<file path="config.mk">
export PLATFORM = sky130hd
export DESIGN_NAME = fifo_stream_writer_flat
export DESIGN_NICKNAME = d
export VERILOG_FILES = /design/src/rtl/fifo_stream_writer_if.sv /design/src/rtl/fifo_stream_writer.sv /design/src/flat_wrapper.sv
export SDC_FILE = /design/constraint.sdc
export NUM_CORES = 1
export LEC_CHECK = 0
export BUFFER_PORTS_ARGS = -buffer_cell sky130_fd_sc_hd__buf_2
export CAP_MARGIN = 20
export CORE_MARGIN = 8
export CORE_UTILIZATION = 57
export DETAILED_ROUTE_END_ITERATION = 7
export GPL_ROUTABILITY_DRIVEN = 0
export PLACE_DENSITY = 0.83
export SLEW_MARGIN = 20
export SYNTH_ARGS = -nofsm -noshare
export SYNTH_HDL_FRONTEND = slang
export SYNTH_SLANG_ARGS = --single-unit
</file>
<file path="constraint.sdc">
create_clock -name clk -period 3.25 [get_ports clk]
set_input_delay 0 -clock clk [delete_from_list [all_inputs] [get_ports clk]]
set_output_delay 0 -clock clk [all_outputs]
set_load 0.005 [all_outputs]
</file>
<file path="src/rtl/fifo_stream_writer_if.sv">
// rtl/fifo_stream_writer_if.sv - FIFO write-port bundle (dout/wren/full)
//
// Groups the standard (non-FWFT) FIFO write port:
//   dout : write data, driven by the writer
//   wren : write enable, driven by the writer
//   full : FIFO full flag, driven by the FIFO
// master is the writer side, slave is the FIFO side.

interface fifo_stream_writer_if #(
  parameter int WIDTH = 8
);
  logic [WIDTH-1:0] dout;
  logic             wren;
  logic             full;

  modport master (output dout, output wren, input full);
  modport slave  (input dout, input wren, output full);
endinterface

</file>
<file path="src/rtl/fifo_stream_writer.sv">
// rtl/fifo_stream_writer.sv - throttled incrementing-pattern FIFO writer
//
// Writes a block of `length` words (data_init, data_init+1, ...) into a
// FIFO write port. Each RUN cycle a 32-bit Galois LFSR decides whether a
// write is attempted (low RATE_WIDTH bits <= rate); the attempt becomes a
// write only if the FIFO is not full. An optional watchdog aborts the block
// after TIMEOUT consecutive attempts blocked by full.
//
// Ports:
//   clk, rst      : clock, synchronous active-high reset
//   start         : begin a block (only honoured in IDLE)
//   length        : words in block, latched with start (0 -> immediate done)
//   rate          : attempt probability control, latched with start
//   data_init     : first data word, latched with start
//   busy          : high while a block is running
//   done / err    : one-cycle pulses for normal completion / watchdog abort
//   count         : words written in the current or last block
//   fifo (master) : dout / wren / full FIFO write port

module fifo_stream_writer #(
  parameter int          WIDTH      = 8,
  parameter int          LEN_WIDTH  = 16,
  parameter int          RATE_WIDTH = 8,
  parameter logic [31:0] SEED       = 32'h00000001,
  parameter int          TIMEOUT    = 0
) (
  input  logic                  clk,
  input  logic                  rst,
  input  logic                  start,
  input  logic [LEN_WIDTH-1:0]  length,
  input  logic [RATE_WIDTH-1:0] rate,
  input  logic [WIDTH-1:0]      data_init,
  output logic                  busy,
  output logic                  done,
  output logic                  err,
  output logic [LEN_WIDTH-1:0]  count,
  fifo_stream_writer_if.master  fifo
);

  localparam logic [31:0] LFSR_MASK = 32'h80200003;
  // Wide enough to hold TIMEOUT itself, since the counter lands on it at abort.
  localparam int STALL_W = (TIMEOUT > 1) ? $clog2(TIMEOUT + 1) : 1;

  typedef enum logic {IDLE, RUN} state_t;

  state_t                state_q, state_d;
  logic [31:0]           lfsr_q, lfsr_next;
  logic [LEN_WIDTH-1:0]  len_q, count_q;
  logic [RATE_WIDTH-1:0] rate_q;
  logic [WIDTH-1:0]      init_q, dout_w;
  logic [STALL_W-1:0]    stall_q;
  logic                  done_q, err_q;

  logic attempt, wr, last_wr, stalled, timeout_hit, accept;

  // Right-shifting Galois form: feedback taps applied when bit 0 shifts out.
  assign lfsr_next = lfsr_q[0] ? ((lfsr_q >> 1) ^ LFSR_MASK) : (lfsr_q >> 1);

  always_comb begin
    attempt     = (lfsr_q[RATE_WIDTH-1:0] <= rate_q);
    wr          = attempt & ~fifo.full & (state_q == RUN);
    last_wr     = wr & (count_q == (len_q - LEN_WIDTH'(1)));
    stalled     = attempt & fifo.full & (state_q == RUN);
    timeout_hit = 1'b0;
    if (TIMEOUT > 0) begin
      timeout_hit = stalled & (stall_q == STALL_W'(TIMEOUT - 1));
    end
    accept = start & (state_q == IDLE);

    state_d = state_q;
    case (state_q)
      IDLE: if (start && (length != '0)) state_d = RUN;
      RUN:  if (last_wr || timeout_hit)  state_d = IDLE;
      default: state_d = IDLE;
    endcase
  end

  always_ff @(posedge clk) begin
    if (rst) begin
      state_q <= IDLE;
    end else begin
      state_q <= state_d;
    end
  end

  always_ff @(posedge clk) begin
    if (rst) begin
      lfsr_q  <= SEED;
      len_q   <= '0;
      rate_q  <= '0;
      init_q  <= '0;
      count_q <= '0;
      stall_q <= '0;
      done_q  <= 1'b0;
      err_q   <= 1'b0;
    end else begin
      done_q <= (accept & (length == '0)) | last_wr;
      err_q  <= timeout_hit;

      // LFSR only moves while running; it is never reseeded by start.
      if (state_q == RUN) lfsr_q <= lfsr_next;

      if (accept) begin
        len_q   <= length;
        rate_q  <= rate;
        init_q  <= data_init;
        count_q <= '0;
        stall_q <= '0;
      end else if (wr) begin
        count_q <= count_q + LEN_WIDTH'(1);
        stall_q <= '0;
      end else if (stalled && (TIMEOUT > 0)) begin
        stall_q <= stall_q + STALL_W'(1);
      end
    end
  end

  // Data is derived from the word count so stalls can never skip or repeat.
  generate
    if (LEN_WIDTH >= WIDTH) begin : g_dout_trunc
      assign dout_w = init_q + count_q[WIDTH-1:0];
    end else begin : g_dout_ext
      assign dout_w = init_q + WIDTH'(count_q);
    end
  endgenerate

  assign fifo.dout = dout_w;
  assign fifo.wren = wr;
  assign busy      = (state_q == RUN);
  assign done      = done_q;
  assign err       = err_q;
  assign count     = count_q;

endmodule

</file>
<file path="src/flat_wrapper.sv">
// flat-port wrapper written by rule: the top's interface ports become plain ports
module fifo_stream_writer_flat 
#(
  parameter int          WIDTH      = 8,
  parameter int          LEN_WIDTH  = 16,
  parameter int          RATE_WIDTH = 8,
  parameter logic [31:0] SEED       = 32'h00000001,
  parameter int          TIMEOUT    = 0
)
  (clk, rst, start, length, rate, data_init, busy, done, err, count, fifo_dout, fifo_wren, fifo_full);
  fifo_stream_writer_if #(.WIDTH(WIDTH)) fifo_i ();
  input  logic clk;
  input  logic rst;
  input  logic start;
  input  logic [LEN_WIDTH-1:0] length;
  input  logic [RATE_WIDTH-1:0] rate;
  input  logic [WIDTH-1:0] data_init;
  output logic busy;
  output logic done;
  output logic err;
  output logic [LEN_WIDTH-1:0] count;
  output wire logic [$bits(fifo_i.dout)-1:0] fifo_dout;
  output wire logic [$bits(fifo_i.wren)-1:0] fifo_wren;
  input wire logic [$bits(fifo_i.full)-1:0] fifo_full;
  assign fifo_dout = fifo_i.dout;
  assign fifo_wren = fifo_i.wren;
  assign fifo_i.full = fifo_full;
  fifo_stream_writer #(.WIDTH(WIDTH), .LEN_WIDTH(LEN_WIDTH), .RATE_WIDTH(RATE_WIDTH), .SEED(SEED), .TIMEOUT(TIMEOUT)) u_core (.clk(clk), .rst(rst), .start(start), .length(length), .rate(rate), .data_init(data_init), .busy(busy), .done(done), .err(err), .count(count), .fifo(fifo_i));
endmodule
</file>
# After elaboration in Yosys (flattened, before gate mapping)
# Cells that the tools add are included.
# W data, S select, Z words.
# word_totals
ramBits	0
in_bits	36
regBits	82
out_inout_bits	28
mem_count	0
latchBits	0
elab_cells	29
romBits	0
# classes
n_lt_le_gt_ge	1
add_sub_neg	3
shift	0
muxes	4
div_mod_pow	0
reduce_logical	4
n_bitwise	9
eq_ne	1
n_mul	0
# op_table
op	count
$mux W32	1
$add A16 B1 Y16 const B	1
$eq A16 B16 Y1	1
$logic_not A16 Y1	1
$reduce_bool A16 Y1	1
$sub A16 B1 Y16 const B	1
$add A8 B8 Y8	1
$le A8 B8 Y1	1
$and A1 B1 Y1	5
$not A3 Y4	1
$mux W1	2
$not A1 Y1	2
$pmux W1 S2	1
$reduce_or A2 Y1	1
$logic_and A1 B1 Y1	1
$or A1 B1 Y1	1

# Logic depth before layout (Yosys ltp)
# logic_depth
word_depth	6
mapped_depth	10
ltp_nobuf	10

# Least setup slack after synthesis
# OpenSTA, ideal clock, no wires.
# synth_path
path_type	register to register
start	register u_core.lfsr_q[0]
end	register u_core.count_q[10] (netlist: u_core.count[10])
arrival_time_ps	2211
path_buffers	1
setup_time_ps	59
path_slack_ps	980
path_stages_with_launch	11
required_time_ps	3191
period_less_slack_ps	2270
path_cell_list	dfxtp_1 > inv_1 > ha_1 > nand4_1 > nor2b_1 > o2bb2ai_1 > nand2_1 > or3_1 > clkbuf_1 > or4_1 > nand2_1
# synth_between
elab_chain_len	3
# synth_rtl
element	line	rtl
from (decl)	fifo_stream_writer.sv:47	logic [31:0] lfsr_q, lfsr_next;
from (signal assigned)	fifo_stream_writer.sv:101	if (state_q == RUN) lfsr_q <= lfsr_next;
$le A8 B8 Y1	fifo_stream_writer.sv:60	attempt = (lfsr_q[RATE_WIDTH-1:0] <= rate_q);
$and A1 B1 Y1 (2 in a row)	fifo_stream_writer.sv:61	wr = attempt & ~fifo.full & (state_q == RUN);
to (signal assigned)	fifo_stream_writer.sv:110	count_q <= count_q + LEN_WIDTH'(1);
to (decl)	fifo_stream_writer.sv:48	logic [LEN_WIDTH-1:0] len_q, count_q;
# Every way passes these cells.
# A chain may end at the register's enable or synchronous reset.

# Worst setup path in the final report
# Same ends and word-level chain as after synthesis.

==> impl_metrics.ini <==
[synth]
synthArstFlopShare_pct = 0
synth_top_cells_by_count = 85 x nand2_1, 82 x dfxtp_1, 52 x nor2_1
synth-seq-area-share_pct = 40.4
synth.avg_cell_area_um2 = 8.30
synth.most_common_cell = nand2_1
synth_edf_count = 0
synth-main-ff-cell = dfxtp_1
synth_area_leaders = dfxtp_1 40%, nand2_1 7.9%, mux2i_1 7.4%, xnor2_1 6.3%, a21oi_1 5.4%
synth_nets = 543
netlist_instances = 489
syn_area_um2 = 4060
synth.distinct_cells = 44
synth_top_area_share_pct = 40.4
yosysTopAreaCell = dfxtp_1
ys_ff_latch = 82
synth-warning-count = 0

[routing]
ant_nets = 0
via_per_inst = 5.43
drt-total-wl_um = 9950
drt_iter0_drc = 223
post-route-drc-count = 0
drt-wirelength-per-cell_um = 14.8
dr.pass1.iters = 5
via_count = 3663

[outcome]
outcome = finished clean

[cells_and_area]
ff_latch_area_um2 = 1640
multi_input_area_um2 = 2240
drive_above_1_share_pct = 15.1
stdcell_area_um2 = 4950
area_growth_pct = 21.9
antenna_cells = 0
nNetsFinal = 627
fillers = 536

[clock_network]
cts.clk_slew.worst_paths_ns = 0.08
numClockSinks = 82
cts_resized = 0
clock_latency_ns = 0.35
postCtsSetupBuffers = 0
clk_path_buf_depth = 2
cts-hold-fix-buffers = 33
cts_tree = built
cts_root_buf = clkbuf_8
htree_levels = 3
cts_buffers = 9

[sta]
fmax_ghz = 0.400
fin_setup_tns_ns = 0
setup_viol = 0
hold_ws_ns = 0.145
rsz0062_at_grt = false
min_period_ns = 2.50
finalHoldViolCount = 0
maxSlewHeadroom_pct = 56.0
slew_violations = 0
worstMarginPinSlew_ns = 0.660
post-route-period-util_pct = 76.9
worst_clock_skew_ns = 0.00762

[global_route]
grt_use_total_pct = 20.2
grt_antenna_before_repair = 0
grt_pass1_wl_um = 16500
grt_pass1_vias = 3643
overflow = 0
grt_start_max_net_pins = 67

[critical_path]
startpoint_type = register
path_max_fanout = 10
required_ns = 3.55
reg2reg_slack_ns = 0.75
cp.arrival_ns = 2.80
crit_path_end_kind = register
r2r_cells = 9
r2r-start = u_core.lfsr_q[0]
path_class = register to register
r2r-end = u_core.count[10]

[hold_path]
hold_path.class = primary input to register
holdPathEnd = u_core.rate_q[2]
hold_depth = 4
hold_start = start

[floorplan]
die_h_um = 100
ios = 64
core_um2 = 6830
die_w_um = 100
start_util_pct = 59.4
dieArea_um2 = 10100
rows = 30

[power_and_ir_drop]
ir_drop_mv = 0.325
p_leak_nw = 2.11
powerDensity_nw_per_um2 = 443

[placed_design]
dpl_cell_area_um2 = 4420
io_buffers = 62
post-dp-hpwl_um = 6790

[flow_run]
maxCapViolCount = 0
metal layers:
| layer | vias up | wire length [um] | track usage, % |
|---|---|---|---|
| met5 | - | 0 | 0 |
| met4 | 0 | 401 | 12.1 |
| met3 | 45 | 638 | 4.57 |
| met2 | 144 | 4860 | 34.2 |
| met1 | 1658 | 4050 | 22.7 |
| li1 | 1816 | - | - |
logic make-up (layout without fill, tap and decap cells):
| logic type | after synthesis | count (layout) | synth area share (%) |
|---|---|---|---|
| other | 1 | 1 | 0.0924 |
| buffers and inverters | 44 | 133 | 4.35 |
| multiplexers | 30 | 30 | 7.40 |
| XOR/XNOR | 44 | 44 | 9.49 |
| flip-flops | 82 | 82 | 40.4 |
| AO/OA/AOI/OAI | 69 | 69 | 9.74 |
| adder cells (fa/ha/maj) | 18 | 18 | 5.73 |
| AND/OR/NAND/NOR | 201 | 201 | 22.8 |
registers in the layout, summed over array words and instances, names as in the netlist:
| signal | flops |
|---|---|
| u_core.lfsr_q | 32 |
| u_core.busy | 1 |
| u_core.len_q | 16 |
| u_core.rate_q | 8 |
| u_core.init_q | 8 |
| u_core.count | 16 |
| u_core.done | 1 |
final cells by class:
type / instances / share of cell area [%]
sequential: 82 / 33.2
clock inverter: 6 / 1.47
tap: 96 / 2.43
timing repair buffer: 100 / 13.7
clock buffer: 10 / 2.58
multi-input combinational: 363 / 45.3
inverter: 17 / 1.29
worst max-delay path, stage by stage, from the launching register on:
cell       delay (ns)
dfxtp_1          0.45
inv_1            0.07
ha_1             0.28
nand4_1          0.10
nor2b_1          0.15
o2bb2ai_1        0.13
nand2_1          0.24
or3_1            0.53
or4_1            0.43
nand2_1          0.08
stage by stage:
step           worst slack [ns]  cells  utilization (%)  power [mW]
6_report                  0.749    674             72.4        2.19
5_1_grt                   0.577    674             72.4        2.29
4_1_cts                   0.769    674             72.4        2.20
3_5_place_dp              0.784    625             64.7        1.43
3_3_place_gp              0.861    625             64.7        1.42
2_1_floorplan             0.980    489                -        1.34
worst max-delay path by stage:
stage	from	end	slack [ns]	cells past startpoint
2_1_floorplan	u_core.lfsr_q[0]	u_core.count[10]	0.98	10
3_3_place_gp	u_core.lfsr_q[0]	u_core.count[8]	0.86	9
3_5_place_dp	u_core.lfsr_q[0]	u_core.count[10]	0.78	9
4_1_cts	u_core.lfsr_q[0]	u_core.count[10]	0.77	9
5_1_grt	u_core.lfsr_q[0]	u_core.busy	0.58	10
6_report	u_core.lfsr_q[0]	u_core.count[10]	0.75	9
placed cells by master (no fill, tap or decap), drive strengths merged, types with 11 or more instances in the layout:
master | synthesis | layout
nor4 | 11 | 11
xor2 | 15 | 15
mux2i | 30 | 30
nor2 | 52 | 52
nand3 | 11 | 11
nand2 | 85 | 85
ha | 17 | 17
buf | 5 | 67
dfxtp | 82 | 82
xnor2 | 29 | 29
inv | 16 | 19
dlygate4sd3 | 0 | 33
a21oi | 44 | 44
where the power goes:
part	internal, mW	switching [mW]
logic	0.172	0.199
registers	1.04	0.0373
clock network	0.365	0.381
No activity file was read; power rests on OpenSTA's default activity.
